`config.mk`:
```
export PLATFORM = sky130hd
export DESIGN_NAME = multicycle_core_ctrl
export DESIGN_NICKNAME = d
export VERILOG_FILES = /design/src/rtl/multicycle_core_ctrl.sv
export SDC_FILE = /design/constraint.sdc
export NUM_CORES = 1
export LEC_CHECK = 0
export ABC_AREA = 1
export CAP_MARGIN = 0
export CORE_MARGIN = 4
export CORE_UTILIZATION = 45
export CTS_CLUSTER_DIAMETER = 30
export DETAILED_ROUTE_END_ITERATION = 16
export HOLD_SLACK_MARGIN = 0.05
export MAX_ROUTING_LAYER = met4
export PLACE_DENSITY_LB_ADDON = 0.2
export SYNTH_ARGS = -nofsm -noshare
export SYNTH_HDL_FRONTEND = slang
export SYNTH_SLANG_ARGS = --single-unit
```
`constraint.sdc`:
```
create_clock -name Clk -period 4.77 [get_ports Clk]
set_input_delay 0.477 -clock Clk [delete_from_list [all_inputs] [get_ports Clk]]
set_output_delay 0.477 -clock Clk [all_outputs]
set_load 0.01 [all_outputs]
```
`src/rtl/multicycle_core_ctrl.sv`:
```
// multicycle_core_ctrl
//   Multi-cycle sequencer for the RISC core. Steps each instruction through
//   FETCH / DECODE / EXEC / [MEM] / [WBACK], owns the PC and instruction
//   register, and handshakes with instruction and data memory via req/ack.
//   It also provides run/pause at instruction boundaries, a sticky HALT,
//   a sticky memory-timeout FAULT and a saturating retired-instruction count.
//
// Ports
//   Clk, Reset                 clock, synchronous active-high reset
//   run                        1 = execute, 0 = stop at next instruction boundary
//   imem_req/addr/ack/rdata    instruction fetch handshake (addr = pc)
//   dec_is_ld/st/wb/halt       combinational decode of ir from Control
//   ex_branch_taken/pc         branch decision and target from EX
//   dmem_req/we/ack            data memory handshake (we = 1 for store)
//   pc, ir                     current instruction PC and instruction register
//   of_en, ex_en, rf_we        one-cycle stage enables
//   state                      IDLE=0 FETCH=1 DECODE=2 EXEC=3 MEM=4 WBACK=5 HALT=6 FAULT=7
//   halted, fault              sticky status flags
//   retired                    retired-instruction count, saturating
module multicycle_core_ctrl #(
  parameter int              XLEN     = 32,
  parameter logic [XLEN-1:0] RESET_PC = '0,
  parameter int              PC_INC   = 4,
  parameter int              TIMEOUT  = 16,
  parameter int              CNT_W    = 32
) (
  input  logic             Clk,
  input  logic             Reset,
  input  logic             run,
  output logic             imem_req,
  output logic [XLEN-1:0]  imem_addr,
  input  logic             imem_ack,
  input  logic [XLEN-1:0]  imem_rdata,
  input  logic             dec_is_ld,
  input  logic             dec_is_st,
  input  logic             dec_is_wb,
  input  logic             dec_is_halt,
  input  logic             ex_branch_taken,
  input  logic [XLEN-1:0]  ex_branch_pc,
  output logic             dmem_req,
  output logic             dmem_we,
  input  logic             dmem_ack,
  output logic [XLEN-1:0]  pc,
  output logic [XLEN-1:0]  ir,
  output logic             of_en,
  output logic             ex_en,
  output logic             rf_we,
  output logic [2:0]       state,
  output logic             halted,
  output logic             fault,
  output logic [CNT_W-1:0] retired
);

  typedef enum logic [2:0] {
    S_IDLE   = 3'd0,
    S_FETCH  = 3'd1,
    S_DECODE = 3'd2,
    S_EXEC   = 3'd3,
    S_MEM    = 3'd4,
    S_WBACK  = 3'd5,
    S_HALT   = 3'd6,
    S_FAULT  = 3'd7
  } state_t;

  state_t           state_q, state_d;
  logic [XLEN-1:0]  pc_q, pc_d, ir_q, ir_d, br_pc_q, br_pc_d;
  logic             br_taken_q, br_taken_d;
  logic [31:0]      wait_q, wait_d;
  logic [CNT_W-1:0] retired_q, retired_d;
  logic             imem_req_q, imem_req_d, dmem_req_q, dmem_req_d, dmem_we_q, dmem_we_d;
  logic             of_en_q, of_en_d, ex_en_q, ex_en_d, rf_we_q, rf_we_d;
  logic             halted_q, halted_d, fault_q, fault_d;
  logic             retire, req_now, ack_now, take;
  logic [XLEN-1:0]  target;

  always_comb begin
    state_d    = state_q;
    pc_d       = pc_q;
    ir_d       = ir_q;
    br_taken_d = br_taken_q;
    br_pc_d    = br_pc_q;
    retired_d  = retired_q;
    wait_d     = '0;
    retire     = 1'b0;

    // Retiring straight out of EXEC happens on the same edge that would
    // latch the branch, so use EX's live decision there.
    take   = (state_q == S_EXEC) ? ex_branch_taken : br_taken_q;
    target = (state_q == S_EXEC) ? ex_branch_pc    : br_pc_q;

    req_now = (state_q == S_FETCH) || (state_q == S_MEM);
    ack_now = ((state_q == S_FETCH) && imem_ack) || ((state_q == S_MEM) && dmem_ack);

    case (state_q)
      S_IDLE:   if (run) state_d = S_FETCH;
      S_FETCH: begin
        if (imem_ack) begin
          ir_d    = imem_rdata;
          state_d = S_DECODE;
        end
      end
      S_DECODE: state_d = dec_is_halt ? S_HALT : S_EXEC;
      S_EXEC: begin
        br_taken_d = ex_branch_taken;
        br_pc_d    = ex_branch_pc;
        if (dec_is_ld || dec_is_st) state_d = S_MEM;
        else if (dec_is_wb)         state_d = S_WBACK;
        else                        retire  = 1'b1;
      end
      S_MEM: begin
        // A store wins over a load when both decode bits are set.
        if (dmem_ack) begin
          if (dec_is_ld && !dec_is_st) state_d = S_WBACK;
          else                         retire  = 1'b1;
        end
      end
      S_WBACK:  retire = 1'b1;
      default:  state_d = state_q;  // HALT and FAULT hold until Reset
    endcase

    if (retire) begin
      pc_d = take ? target : pc_q + XLEN'(PC_INC);
      if (retired_q != '1) retired_d = retired_q + CNT_W'(1);
      state_d = run ? S_FETCH : S_IDLE;
    end

    // Wait counter only advances while stalled; an ack on the limit cycle
    // has already moved the FSM on, so it beats the fault.
    if ((TIMEOUT > 0) && req_now && !ack_now) begin
      if (wait_q == 32'(TIMEOUT - 1)) state_d = S_FAULT;
      else                            wait_d  = wait_q + 32'd1;
    end

    // Registered outputs are decoded from the state being entered.
    imem_req_d = (state_d == S_FETCH);
    dmem_req_d = (state_d == S_MEM);
    dmem_we_d  = (state_d == S_MEM) && dec_is_st;
    of_en_d    = (state_d == S_DECODE);
    ex_en_d    = (state_d == S_EXEC);
    rf_we_d    = (state_d == S_WBACK);
    halted_d   = (state_d == S_HALT);
    fault_d    = (state_d == S_FAULT);
  end

  always_ff @(posedge Clk) begin
    if (Reset) begin
      state_q    <= S_IDLE;
      pc_q       <= RESET_PC;
      ir_q       <= '0;
      br_taken_q <= 1'b0;
      br_pc_q    <= '0;
      wait_q     <= '0;
      retired_q  <= '0;
      imem_req_q <= 1'b0;
      dmem_req_q <= 1'b0;
      dmem_we_q  <= 1'b0;
      of_en_q    <= 1'b0;
      ex_en_q    <= 1'b0;
      rf_we_q    <= 1'b0;
      halted_q   <= 1'b0;
      fault_q    <= 1'b0;
    end else begin
      state_q    <= state_d;
      pc_q       <= pc_d;
      ir_q       <= ir_d;
      br_taken_q <= br_taken_d;
      br_pc_q    <= br_pc_d;
      wait_q     <= wait_d;
      retired_q  <= retired_d;
      imem_req_q <= imem_req_d;
      dmem_req_q <= dmem_req_d;
      dmem_we_q  <= dmem_we_d;
      of_en_q    <= of_en_d;
      ex_en_q    <= ex_en_d;
      rf_we_q    <= rf_we_d;
      halted_q   <= halted_d;
      fault_q    <= fault_d;
    end
  end

  assign imem_req  = imem_req_q;
  assign imem_addr = pc_q;
  assign dmem_req  = dmem_req_q;
  assign dmem_we   = dmem_we_q;
  assign pc        = pc_q;
  assign ir        = ir_q;
  assign of_en     = of_en_q;
  assign ex_en     = ex_en_q;
  assign rf_we     = rf_we_q;
  assign state     = state_q;
  assign halted    = halted_q;
  assign fault     = fault_q;
  assign retired   = retired_q;

endmodule

```
==> flow_metrics.env, run 1 <==
export IMPL_status="finished, final reports clean"
export IMPL_fin_cells=1807
export IMPL_postCtsHoldBufs=0
export IMPL_seqCellArea_um2=3440
export IMPL_wl_um=25800
export IMPL_arrival_ns=3.20
export IMPL_relSlewSlack_pct=30.8
export IMPL_gp_congestion=0.951
export IMPL_r2r_slack_ns=1.85
export IMPL_antenna_cells=0
export IMPL_grt_pass1_vias=8636
export IMPL_area_growth_syn_to_layout_pct=28.9
export IMPL_rsz0062_at_grt="false"
export IMPL_dieWidth_um=150
export IMPL_postSynthCellCount=1368
export IMPL_grt_overflow=0
export IMPL_start_kind="register"
export IMPL_setup_violations=0
export IMPL_synth_edff_count=0
export IMPL_ys_warn_count=0
export IMPL_nets=1606
export IMPL_cts_path_max_buffers=2
export IMPL_clk_pin_slew_ns=0.07
export IMPL_num_vias=9061
export IMPL_drv_slew=0
export IMPL_htree_levels=4
export IMPL_synth_cell_types=38
export IMPL_ys_ff_latch=172
export IMPL_synth_area_um2=9080
export IMPL_synth_ff_type="dfxtp_1"
export IMPL_ctsResizeCount=0
export IMPL_grt_max_degree=72
export IMPL_hold_path_class="register to register"
export IMPL_drive_above_1_share_pct=4.54
export IMPL_die_h_um=150
export IMPL_drc=0
export IMPL_hold_violations=0
export IMPL_dr_pass1_iters=5
export IMPL_fp_row_count=51
export IMPL_worstSetupPathType="register to register"
export IMPL_multi_input_area_um2=4690
export IMPL_hpwl_um=18800
export IMPL_yosysSeqAreaShare_pct=37.9
export IMPL_p_per_area_nw_per_um2=358
export IMPL_detail_route_antenna_nets=0
export IMPL_drt_initial_drc_count=560
export IMPL_antenna_found_initial=0
export IMPL_layout_setup_ws_ns=1.85
export IMPL_port_buffers=212
export IMPL_finClkSkew_ns=0.0124
export IMPL_io_pins=213
export IMPL_post_route_util_pct=59.6
export IMPL_place_ws_ns=1.74
export IMPL_cts_sinks=172
export IMPL_cp_max_fo=38
export IMPL_ir_drop_uv=234
export IMPL_async_reset_ff_share_pct=0
export IMPL_dieArea_um2=22500
export IMPL_n_fill_cell=1916
export IMPL_via_per_inst=5.01
export IMPL_worstSetupEndpointType="register"
export IMPL_dp_cells=1775
export IMPL_avgSynthCellArea_um2=6.64
export IMPL_start_util_pct=46.2
export IMPL_synth_fp_nets=1445
export IMPL_core_um2=19700
export IMPL_tightestPinTransition_ns=1.04
export IMPL_grt_pass1_wl_um=41800
export IMPL_finalSetupTns_ns=0
export IMPL_post_cts_setup_buffers=0
export IMPL_cp_data_required_time_ns=5.05
export IMPL_maxCapViolations=0
export IMPL_p_leak_nw=4.61
export IMPL_cts_buffers=17
export IMPL_detail_route_wl_per_cell_um=14.3
export IMPL_yosysTopAreaCell="dfxtp_1"
export IMPL_netlist_area_leader_share_pct=37.9
export IMPL_cts_root_buf="clkbuf_16"
export IMPL_cts_tree="done"
export IMPL_post_route_period_util_pct=61.2
export IMPL_period_needed_ns=2.92
export IMPL_grt_usage_pct=23.5
export IMPL_synth_area_leaders="dfxtp_1 (38%), nand2_1 (14%), nor2_1 (11%)"
export IMPL_fmax_ghz=0.343
export IMPL_clk_latency_ns=0.43
[cell type report]
class	instances	share of cell area, %
multi-input cells	993	40.1
flip-flops and latches	172	29.4
inverters	130	4.19
repair buffers	215	18.3
clock buffers	17	3.63
clock inverters	15	1.57
well taps	265	2.83
[synth_stat cells, types with 2 or more instances]
library cell,count
a211oi_1,2
a211oi_2,8
a21oi_1,69
and3_1,2
buf_2,10
buf_4,38
buf_6,4
clkbuf_1,21
dfxtp_1,172
ha_1,3
inv_1,124
inv_2,4
mux2i_1,23
nand2_1,342
nand2_2,3
nand2_4,2
nand3_1,63
nand3b_1,12
nand4_1,23
nor2_1,270
nor2_2,5
nor3_1,37
nor3b_1,2
o21a_1,4
o21ai_0,69
o21bai_1,2
or2_2,7
xnor2_1,9
xor2_1,29
[per-stage QoR]
step	hold WS, ns	cell area (um2)	total power (W)
2_1_floorplan	0.426	9080	0.00236
3_3_place_gp	0.443	11100	0.00280
3_5_place_dp	0.467	11100	0.00281
4_1_cts	0.480	11700	0.00422
5_1_grt	0.509	11700	0.00441
6_report	0.479	11700	0.00419
[worst max-delay path, stage by stage, from the launching register on]
cell	delay, ns
dfxtp_1	0.41
inv_2	0.10
nand3_2	0.06
buf_4	0.48
nor2_1	0.12
nor2_2	0.17
nand2_4	0.26
nand2_2	0.53
inv_2	0.38
nand2_1	0.17
a21oi_1	0.07
[metal layers]
metal | track usage [%] | part of all wire, %
met2 | 39.0 | 49
met3 | 4.45 | 5.0
met1 | 29.8 | 45
met4 | 5.81 | 1.5
met5 | - | 0
[where the power goes]
part	switching (W)	leakage [nW]	internal [W]	total, W
clock	0.000694	0.298	0.000717	0.00141
sequential	0.000130	1.39	0.00158	0.00171
combinational	0.000586	2.92	0.000480	0.00107
total	0.00141	4.61	0.00278	0.00419
[flip-flops by register name (all words and copies together), names as in the netlist]
register	flops
br_taken_q	1
rf_we	1
imem_addr	32
br_pc_q	32
imem_req	1
of_en	1
ir	32
halted	1
wait_q	32
state	3
retired	32
ex_en	1
dmem_we	1
fault	1
dmem_req	1
[worst paths after layout]
check,start,to,cells past startpoint
min,br_pc_q[2],br_pc_q[2],2
min reg2reg,br_pc_q[2],br_pc_q[2],2
max,state[2],retired[13],10
max reg2reg,state[2],retired[13],10
[cell usage in the layout (no fill, tap or decap), types with 2 or more instances in the layout]
| cell type | count |
|---|---|
| a211oi_1 | 2 |
| a211oi_2 | 8 |
| a21oi_1 | 69 |
| and3_1 | 2 |
| buf_4 | 3 |
| clkbuf_16 | 17 |
| clkdlybuf4s50_1 | 211 |
| clkinv_4 | 2 |
| clkinv_8 | 4 |
| dfxtp_1 | 172 |
| ha_1 | 3 |
| inv_1 | 123 |
| inv_2 | 5 |
| inv_6 | 2 |
| inv_8 | 6 |
| mux2i_1 | 23 |
| nand2_1 | 342 |
| nand2_2 | 3 |
| nand2_4 | 2 |
| nand3_1 | 62 |
| nand3b_1 | 12 |
| nand4_1 | 23 |
| nor2_1 | 270 |
| nor2_2 | 5 |
| nor3_1 | 37 |
| nor3b_1 | 2 |
| o21a_1 | 4 |
| o21ai_0 | 69 |
| o21bai_1 | 2 |
| or2_2 | 7 |
| xnor2_1 | 9 |
| xor2_1 | 29 |
[cells by family after synthesis]
kind of cell	share of synthesized area, %
buffers and inverters	10.5
xor gates and xnor gates	3.66
muxes	2.53
AOI/OAI and AO/OA	9.86
DFF	37.9
and+or+nand+nor	35.2
adders and majority gates	0.413
Note: power is estimated with default switching activity, not from simulation.
==> run 2, diff against run 1 <==
==> constraint.sdc (replaced) <==
create_clock -name Clk -period 2.73 [get_ports Clk]
set_input_delay 0.273 -clock Clk [delete_from_list [all_inputs] [get_ports Clk]]
set_output_delay 0.273 -clock Clk [all_outputs]
set_load 0.01 [all_outputs]
==> run 2 against run 1 <==
Worst hold slack got worse by 0.26 ns. Sequential power is 74% higher. Clock skew fell by 0.0011 ns. Largest power group unchanged. Critical endpoint is now retired[19]. Critical path type unchanged.
==> flow_metrics.env, run 2 (same netlist as run 1, synthesis figures left out) <==
export IMPL_finClkSkew_ns=0.0113
export IMPL_via_per_inst=4.93
export IMPL_num_vias=8937
export IMPL_mostFrequentLayoutCell="nand2_1"
export IMPL_cts_buffers=17
export IMPL_dr_pass1_iters=5
export IMPL_setup_violations=0
export IMPL_n_fill_cell=1953
export IMPL_arrival_ns=2.68
export IMPL_cp_data_required_time_ns=3.04
export IMPL_post_route_period_util_pct=86.6
export IMPL_start_kind="register"
export IMPL_dp_cells=1782
export IMPL_place_ws_ns=0.242
export IMPL_cts_tree="done"
export IMPL_r2r_end="retired[19]"
export IMPL_status="finished, final reports clean"
export IMPL_hold_path_class="primary input to register"
export IMPL_hpwl_um=19500
export IMPL_drc=0
export IMPL_grtUsageMet3_pct=4.54
export IMPL_ir_drop_uv=396
export IMPL_grt_max_degree=71
export IMPL_layout_common_cells="nand2_1 (342), nor2_1 (270), clkdlybuf4s50_1 (211), dfxtp_1 (172), inv_1 (123)"
export IMPL_grt_overflow=0
export IMPL_cts_root_buf="clkbuf_16"
export IMPL_min_to="retired[20]"
export IMPL_antenna_found_initial=0
export IMPL_fin_cells=1814
export IMPL_tightestPinTransition_ns=0.825
export IMPL_layout_setup_ws_ns=0.366
export IMPL_use_met2_pct=40.1
export IMPL_start_util_pct=46.2
export IMPL_relSlewSlack_pct=45.0
export IMPL_hold_violations=0
export IMPL_period_needed_ns=2.36
export IMPL_drv_slew=0
export IMPL_core_um2=19700
export IMPL_drt_initial_drc_count=557
export IMPL_grt_busiest_layer="met2"
export IMPL_dieWidth_um=150
export IMPL_port_buffers=212
export IMPL_worstSetupPathType="register to register"
export IMPL_htree_levels=4
export IMPL_ctsResizeCount=0
export IMPL_r2r_slack_ns=0.37
export IMPL_r2r_start="state[0]"
export IMPL_wl_um=26300
export IMPL_detail_route_antenna_nets=0
export IMPL_detail_route_wl_per_cell_um=14.5
export IMPL_io_pins=213
export IMPL_min_path_cells=4
export IMPL_antenna_cells=0
export IMPL_fp_row_count=51
export IMPL_dieArea_um2=22500
export IMPL_clk_pin_slew_ns=0.07
export IMPL_p_per_area_nw_per_um2=632
export IMPL_cts_path_max_buffers=2
export IMPL_postCtsHoldBufs=0
export IMPL_grt_usage_pct=24.0
export IMPL_hold_start="Reset"
export IMPL_grt_pass1_wl_um=42500
export IMPL_finalSetupTns_ns=0
export IMPL_cp_max_fo=32
export IMPL_clk_latency_ns=0.43
export IMPL_post_cts_setup_buffers=0
export IMPL_grt_pass1_vias=8581
export IMPL_cts_sinks=172
export IMPL_die_h_um=150
export IMPL_maxCapViolations=0
export IMPL_p_leak_nw=4.65
export IMPL_use_met1_pct=30.3
export IMPL_ff2ff_path_depth=9
export IMPL_worstSetupEndpointType="register"
export IMPL_fmax_ghz=0.423
export IMPL_area_growth_syn_to_layout_pct=29.7
export IMPL_drive_above_1_share_pct=4.97
export IMPL_nets=1613
export IMPL_rsz0062_at_grt="false"
export IMPL_gp_congestion=0.923
==> run 2: worst max-delay path by stage <==
stage                       from            end  cells past startpoint
global route            state[0]    retired[16]                      8
global placement       dec_is_st    retired[19]                     11
floorplan           imem_addr[2]  imem_addr[26]                     10
detailed placement     dec_is_st    retired[20]                     11
finish                  state[0]    retired[19]                      9
CTS                     state[0]    retired[20]                      9
==> run 2: power by group <==
| part | total (W) | internal, W | switching (W) |
|---|---|---|---|
| clock | 0.00256 | 0.00141 | 0.00115 |
| sequential | 0.00298 | 0.00276 | 0.000220 |
| combinational | 0.00190 | 0.000863 | 0.00104 |
==> run 2: cell type report <==
type                       count  area [um2]  area share [%]
sequential                   172        3440            29.2
clock buffer                  17         425            3.61
multi-input combinational    993        4690            39.9
inverter                     130         490            4.16
tap                          265         332            2.82
clock inverter                15         199            1.69
timing repair buffer         222        2190            18.6
==> run 2: per-layer routing <==
layer / part of all wire, % / routed length [um]
met1: 45 / 11900
met2: 49 / 12800
met3: 4.7 / 1240
met4: 1.3 / 350
met5: 0 / 0
==> run 2: critical path, cell delays in order (launching register included) <==
cell and delay (ns):
dfxtp_1 0.46, nand3_2 0.28, nor2_1 0.21, nor2_2 0.07, nand2_4 0.23, nand2_2 0.26, inv_2 0.48, nand3_1 0.14
nand2_1 0.09, nor2_1 0.04
==> run 2: metrics by stage <==
step	hold WS [ns]	total power (W)	area [um2]	util (%)
floorplan	0.426	0.00413	9080	-
global placement	0.448	0.00493	11200	56.7
detailed placement	0.459	0.00495	11200	56.7
CTS	0.216	0.00751	11800	59.9
global route	0.221	0.00784	11800	59.9
finish	0.218	0.00744	11800	59.9
==> run 3, diff against run 2 <==
--- a/config.mk
+++ b/config.mk
@@ -9,10 +9,9 @@
 export CAP_MARGIN = 0
 export CORE_MARGIN = 4
 export CORE_UTILIZATION = 45
-export CTS_CLUSTER_DIAMETER = 30
+export CTS_CLUSTER_DIAMETER = 80
 export DETAILED_ROUTE_END_ITERATION = 16
 export HOLD_SLACK_MARGIN = 0.05
-export MAX_ROUTING_LAYER = met4
 export PLACE_DENSITY_LB_ADDON = 0.2
 export SYNTH_ARGS = -nofsm -noshare
 export SYNTH_HDL_FRONTEND = slang
==> run 3 against run 2 <==
Combinational power about the same. Sequential power about the same. Clock skew down 0.0019 ns. Critical path type unchanged. Total power down 0.35%. Clock power down 2%. First-iteration DRC count up 14%. Register-to-register slack better by 0.11 ns. Non-clock buffer count up 1. Critical path depth up 2. Critical endpoint is now imem_addr[24]. Count of clock-buffer cells in the layout unchanged. Global-route usage down 0.22 points.
==> flow_metrics.env, run 3 (same netlist as run 1, synthesis figures left out) <==
export IMPL_cts_root_buf="clkbuf_16"
export IMPL_p_sw_share_pct=33.2
export IMPL_die_h_um=150
export IMPL_wl_um=26600
export IMPL_finalSetupTns_ns=0
export IMPL_clk_pin_slew_ns=0.08
export IMPL_relSlewSlack_pct=46.9
export IMPL_worstSetupEndpointType="register"
export IMPL_pwr_share_comb_pct=25.7
export IMPL_path_cells="ha_1 -> nand3_1 -> nor2_1 -> nand3_1 -> nor2_2 -> nand3_1 -> inv_1 -> nand2_1 -> nand3_1 -> nand2_1 -> inv_1"
export IMPL_p_leak_nw=4.65
export IMPL_nets=1614
export IMPL_grt_max_degree=71
export IMPL_postCtsHoldBufs=0
export IMPL_dieWidth_um=150
export IMPL_drive_above_1_share_pct=5.03
export IMPL_crit_path_frequent_cell="nand3_1"
export IMPL_fmax_ghz=0.444
export IMPL_p_per_area_nw_per_um2=630
export IMPL_hold_path_class="primary input to register"
export IMPL_cts_path_max_buffers=2
export IMPL_clk_latency_ns=0.43
export IMPL_core_um2=19700
export IMPL_setup_violations=0
export IMPL_num_vias=9040
export IMPL_seq_power_share_pct=40.3
export IMPL_area_growth_syn_to_layout_pct=29.6
export IMPL_grt_overflow=0
export IMPL_drt_initial_drc_count=633
export IMPL_ir_drop_uv=409
export IMPL_antenna_cells=0
export IMPL_grt_pass1_wl_um=43100
export IMPL_cp_data_required_time_ns=3.12
export IMPL_maxCapViolations=0
export IMPL_cts_sinks=172
export IMPL_io_pins=213
export IMPL_dr_pass1_iters=5
export IMPL_drc=0
export IMPL_gp_congestion=0.944
export IMPL_htree_levels=4
export IMPL_critical_path_slowest_cell="dfxtp_1"
export IMPL_fp_row_count=51
export IMPL_post_route_util_pct=59.9
export IMPL_tightestPinTransition_ns=0.797
export IMPL_start_kind="register"
export IMPL_worstSetupPathType="register to register"
export IMPL_ctsResizeCount=0
export IMPL_antenna_found_initial=0
export IMPL_cts_buffers=17
export IMPL_port_buffers=212
export IMPL_max_stage_delay_ns=0.49
export IMPL_period_needed_ns=2.25
export IMPL_via_per_inst=4.98
export IMPL_status="finished, final reports clean"
export IMPL_mostFrequentLayoutCell="nand2_1"
export IMPL_arrival_ns=2.64
export IMPL_layout_common_cells="nand2_1 (342), nor2_1 (270), clkdlybuf4s50_1 (211), dfxtp_1 (172), inv_1 (123)"
export IMPL_dieArea_um2=22500
export IMPL_rsz0062_at_grt="false"
export IMPL_drv_slew=0
export IMPL_p_total_w=0.00742
export IMPL_hpwl_um=19800
export IMPL_post_route_period_util_pct=82.5
export IMPL_grt_pass1_vias=8748
export IMPL_cp_max_fo=7
export IMPL_p_sw_w=0.00246
export IMPL_p_int_w=0.00496
export IMPL_cts_tree="done"
export IMPL_worst_hold_slack_ns=0.217
export IMPL_detail_route_antenna_nets=0
export IMPL_detail_route_wl_per_cell_um=14.7
export IMPL_grt_usage_pct=23.7
export IMPL_finClkSkew_ns=0.00938
export IMPL_post_cts_setup_buffers=0
export IMPL_start_util_pct=46.2
export IMPL_power_frac_clock_pct=34.0
export IMPL_hold_violations=0
==> run 3: cell types whose count changed in the layout (fill, tap and decap cells not counted) <==
| cell | change |
|---|---|
| buf_4 | +1 |
| clkinvlp_4 | -1 |
| bufinv_16 | -1 |
| clkinv_8 | +1 |
| inv_8 | +1 |
==> run 3: stage by stage <==
| stage | instances | cell area, um2 | worst slack, ns |
|---|---|---|---|
| floorplan | 1368 | 9080 | 0.983 |
| global route | 1815 | 11800 | 0.268 |
| finish | 1815 | 11800 | 0.477 |
| global placement | 1783 | 11200 | 0.465 |
| CTS | 1815 | 11800 | 0.482 |
| detailed placement | 1783 | 11200 | 0.435 |
==> run 3: power groups by stage <==
stage | Combinational (W) | Clock (W) | Sequential [W]
6_report | 0.00191 | 0.00252 | 0.00299
2_1_floorplan | 0.00104 | 0 | 0.00309
3_5_place_dp | 0.00191 | 0 | 0.00304
3_3_place_gp | 0.00190 | 0 | 0.00303
4_1_cts | 0.00192 | 0.00257 | 0.00299
5_1_grt | 0.00212 | 0.00269 | 0.00302
==> run 3: final cells by class <==
class | count | area, um2
repair buffers | 223 | 2200
clock buffers | 17 | 425
inverters | 130 | 490
flip-flops and latches | 172 | 3440
multi-input cells | 993 | 4690
well taps | 265 | 332
clock inverters | 15 | 189
fillers | 1902 | 7880
==> run 3: metal layers <==
metal	wire length [um]	track usage (%)	part of all wire, %	up-vias
li1	-	-	-	4656
met1	11200	29.8	42	4068
met2	13000	40.4	49	278
met3	1790	5.30	6.7	38
met4	572	7.69	2.1	0
met5	0	0	0	-
==> run 3: worst paths after layout <==
kind	from	endpoint	slack [ns]	cells after the start
worst max-delay path	imem_addr[2]	imem_addr[24]	0.48	11
worst min-delay path	Reset	retired[20]	0.22	4
worst max register to register	imem_addr[2]	imem_addr[24]	0.48	11
worst min register to register	wait_q[0]	wait_q[0]	0.47	1
==> run 3: critical path, delay by kind of cell (launching register included) <==
kind	cells	cell delay, ns
simple gates	8	1.29
fa+ha+maj	1	0.27
buf+inv	2	0.18
flops	1	0.49
==> RTL edit, RTL diff (settings of run 3) <==
Register the output `retired` once more, without a reset; this adds one clock of latency there. The other outputs are not delayed to match.
--- a/src/rtl/multicycle_core_ctrl.sv
+++ b/src/rtl/multicycle_core_ctrl.sv
@@ -190,7 +190,9 @@
   assign state     = state_q;
   assign halted    = halted_q;
   assign fault     = fault_q;
-  assign retired   = retired_q;
+  always_ff @(posedge Clk) begin
+    retired <= retired_q;
+  end
 
 endmodule
 
Behaviour: not the same (Yosys sat finds a counterexample within 10 cycles, from zero or initial values and one cycle with Reset high).
==> RTL edit against run 3 <==
  * Utilization is 0.70 points lower
  * Routed wire length is 0.14% higher
  * Area after synthesis is 6.7% higher
  * Sequential cell count is 32 higher
  * Design area is 6.0% higher
  * Clock skew is 1.3 ps higher
  * Final cell count is 1.0% higher
  * Worst setup slack worse by 41 ps
  * Count of clock-buffer cells in the layout is 13 higher
  * Highest routed layer is now met5
Power is not compared: it rests on default switching activity, and its combinational part moved more than twofold at a synthesized area within 25%.
==> RTL edit: results (changes against run 3) <==
detailed_routing:
  vias_per_cell: 4.99  # +0.22%
  first_iter_violations: 583  # -7.9%
  wl_um: 26700  # +0.14%
synth:
  synth_area_leaders: "dfxtp_1 42%, nand2_1 13%, nor2_1 11%, inv_1 4.2%, xor2_1 3.5%"
  synth_seq_area_share_pct: 42.1  # +4.2 points
  synth_commonest_cells: "329 x nand2_1, 275 x nor2_1, 204 x dfxtp_1, 109 x inv_1, 62 x o21ai_0"
  syn_nets: 1449  # +0.28%
  yosysUniqueCellTypes: 40  # +5.3%
  ys.flop_type: "dfxtp_1"
global_routing:
  grt_antenna_before_repair: 2  # +2
  grt_pass1_vias: 8638  # -1.3%
  grt_start_max_net_pins: 72  # +1.4%
  grt_usage_pct: 21.7  # -2.0 points
clock_tree:
  cts.reportedPaths.clkPinSlew_ps: 60  # -20 ps
  cts_resized: 0  # unchanged
  h-tree-depth: 1  # -3
  numCtsBuffers: 23  # +6
  clock_path_buffers: 3  # +1
  clk_latency_ps: 500  # +70 ps
outcome:
  status: "finished clean"
worst_setup_path:
  path_max_fanout: 34  # +27
  r2r-start: "state[2]"
  critical_path_arrival_ps: 2690  # +50 ps
  reg2regPathDepth: 10  # -1
place:
  dp_hpwl_um: 19600  # -0.93%
  place_congestion: 0.938  # -0.61%
final_layout:
  nets: 1619  # +0.31%
  fill_cells: 2027  # +6.6%
  drive_gt1_share_pct: 5.01  # -0.026 points
sta:
  fin_skew_ps: 10.6  # +1.26 ps
  tightest_slew_ps: 803  # +5.30 ps
pwr:
  p_leak_uw: 0.00470
-- RTL edit: cell count changes after synthesis, sizes merged, moves of 3 or more --
cell	before	now
mux2i	23	26
nor3	37	33
nand2	347	334
nand3b	12	17
o211ai	1	6
nand3	63	60
inv	129	115
dfxtp	172	204
nor2	276	282
buf	52	56
xor2	29	39
o21ai	70	64
a21oi	69	55
-- RTL edit: worst paths after layout --
kind                            slack, ps            end
worst max-delay path                  440  imem_addr[18]
worst min-delay path                  350         ir[21]
worst max register to register        440  imem_addr[18]
worst min register to register        400    retired[30]
-- RTL edit: routing by layer --
layer | share of wire [%] | track usage [%] | vias up
li1 | - | - | 4692
met1 | 44 | 28.7 | 4140
met2 | 46 | 35.9 | 280
met3 | 7.2 | 5.09 | 39
met4 | 2.4 | 5.59 | 4
met5 | 0.060 | 0 | -
-- RTL edit: critical path, cell delays in order (launching register included) --
cell and delay, ps:
dfxtp_1 610, inv_2 120, nor2_1 170, nand2_1 90, nand3_2 200, buf_4 390
nand2_4 190, inv_1 170, nand3b_1 90, nand3_1 80, a21oi_1 50
-- RTL edit: layout make-up --
| cell class | instances | share of cell area [%] |
|---|---|---|
| multi-input combinational | 978 | 37.5 |
| sequential | 204 | 32.7 |
| timing repair buffer | 220 | 17.4 |
| clock buffer | 30 | 5.14 |
| inverter | 115 | 3.50 |
| tap | 275 | 2.76 |
| clock inverter | 11 | 0.942 |
| antenna | 1 | 0.0200 |
-- RTL edit: cell families (layout without fill, tap and decap cells) --
group	Yosys count	count (layout)	synth area share (%)
AO/OA/AOI/OAI	141	141	7.98
adder cells (fa/ha/maj)	3	3	0.387
buffers and inverters	190	376	9.58
other	0	1	0
XOR/XNOR	49	49	4.43
AND/OR/NAND/NOR	759	759	32.8
multiplexers	26	26	2.68
flip-flops	204	204	42.1
-- RTL edit: power breakdown --
part	switching (uW)	total (uW)	internal, uW	leakage (uW)
Clock	1220	3070	1850	0.000372
Combinational	494	950	457	0.00268
Sequential	107	3210	3100	0.00165
Total	1820	7230	5410	0.00470
-- RTL edit: through the flow --
step	worst slack, ps	cells	hold WS [ps]	area [um2]	utilization (%)
floorplan	1020	1372	364	9690	-
global placement	430	1792	391	11700	55.6
detailed placement	389	1792	387	11700	55.6
CTS	408	1833	345	12500	59.2
global route	192	1833	400	12500	59.2
finish	436	1834	351	12500	59.2
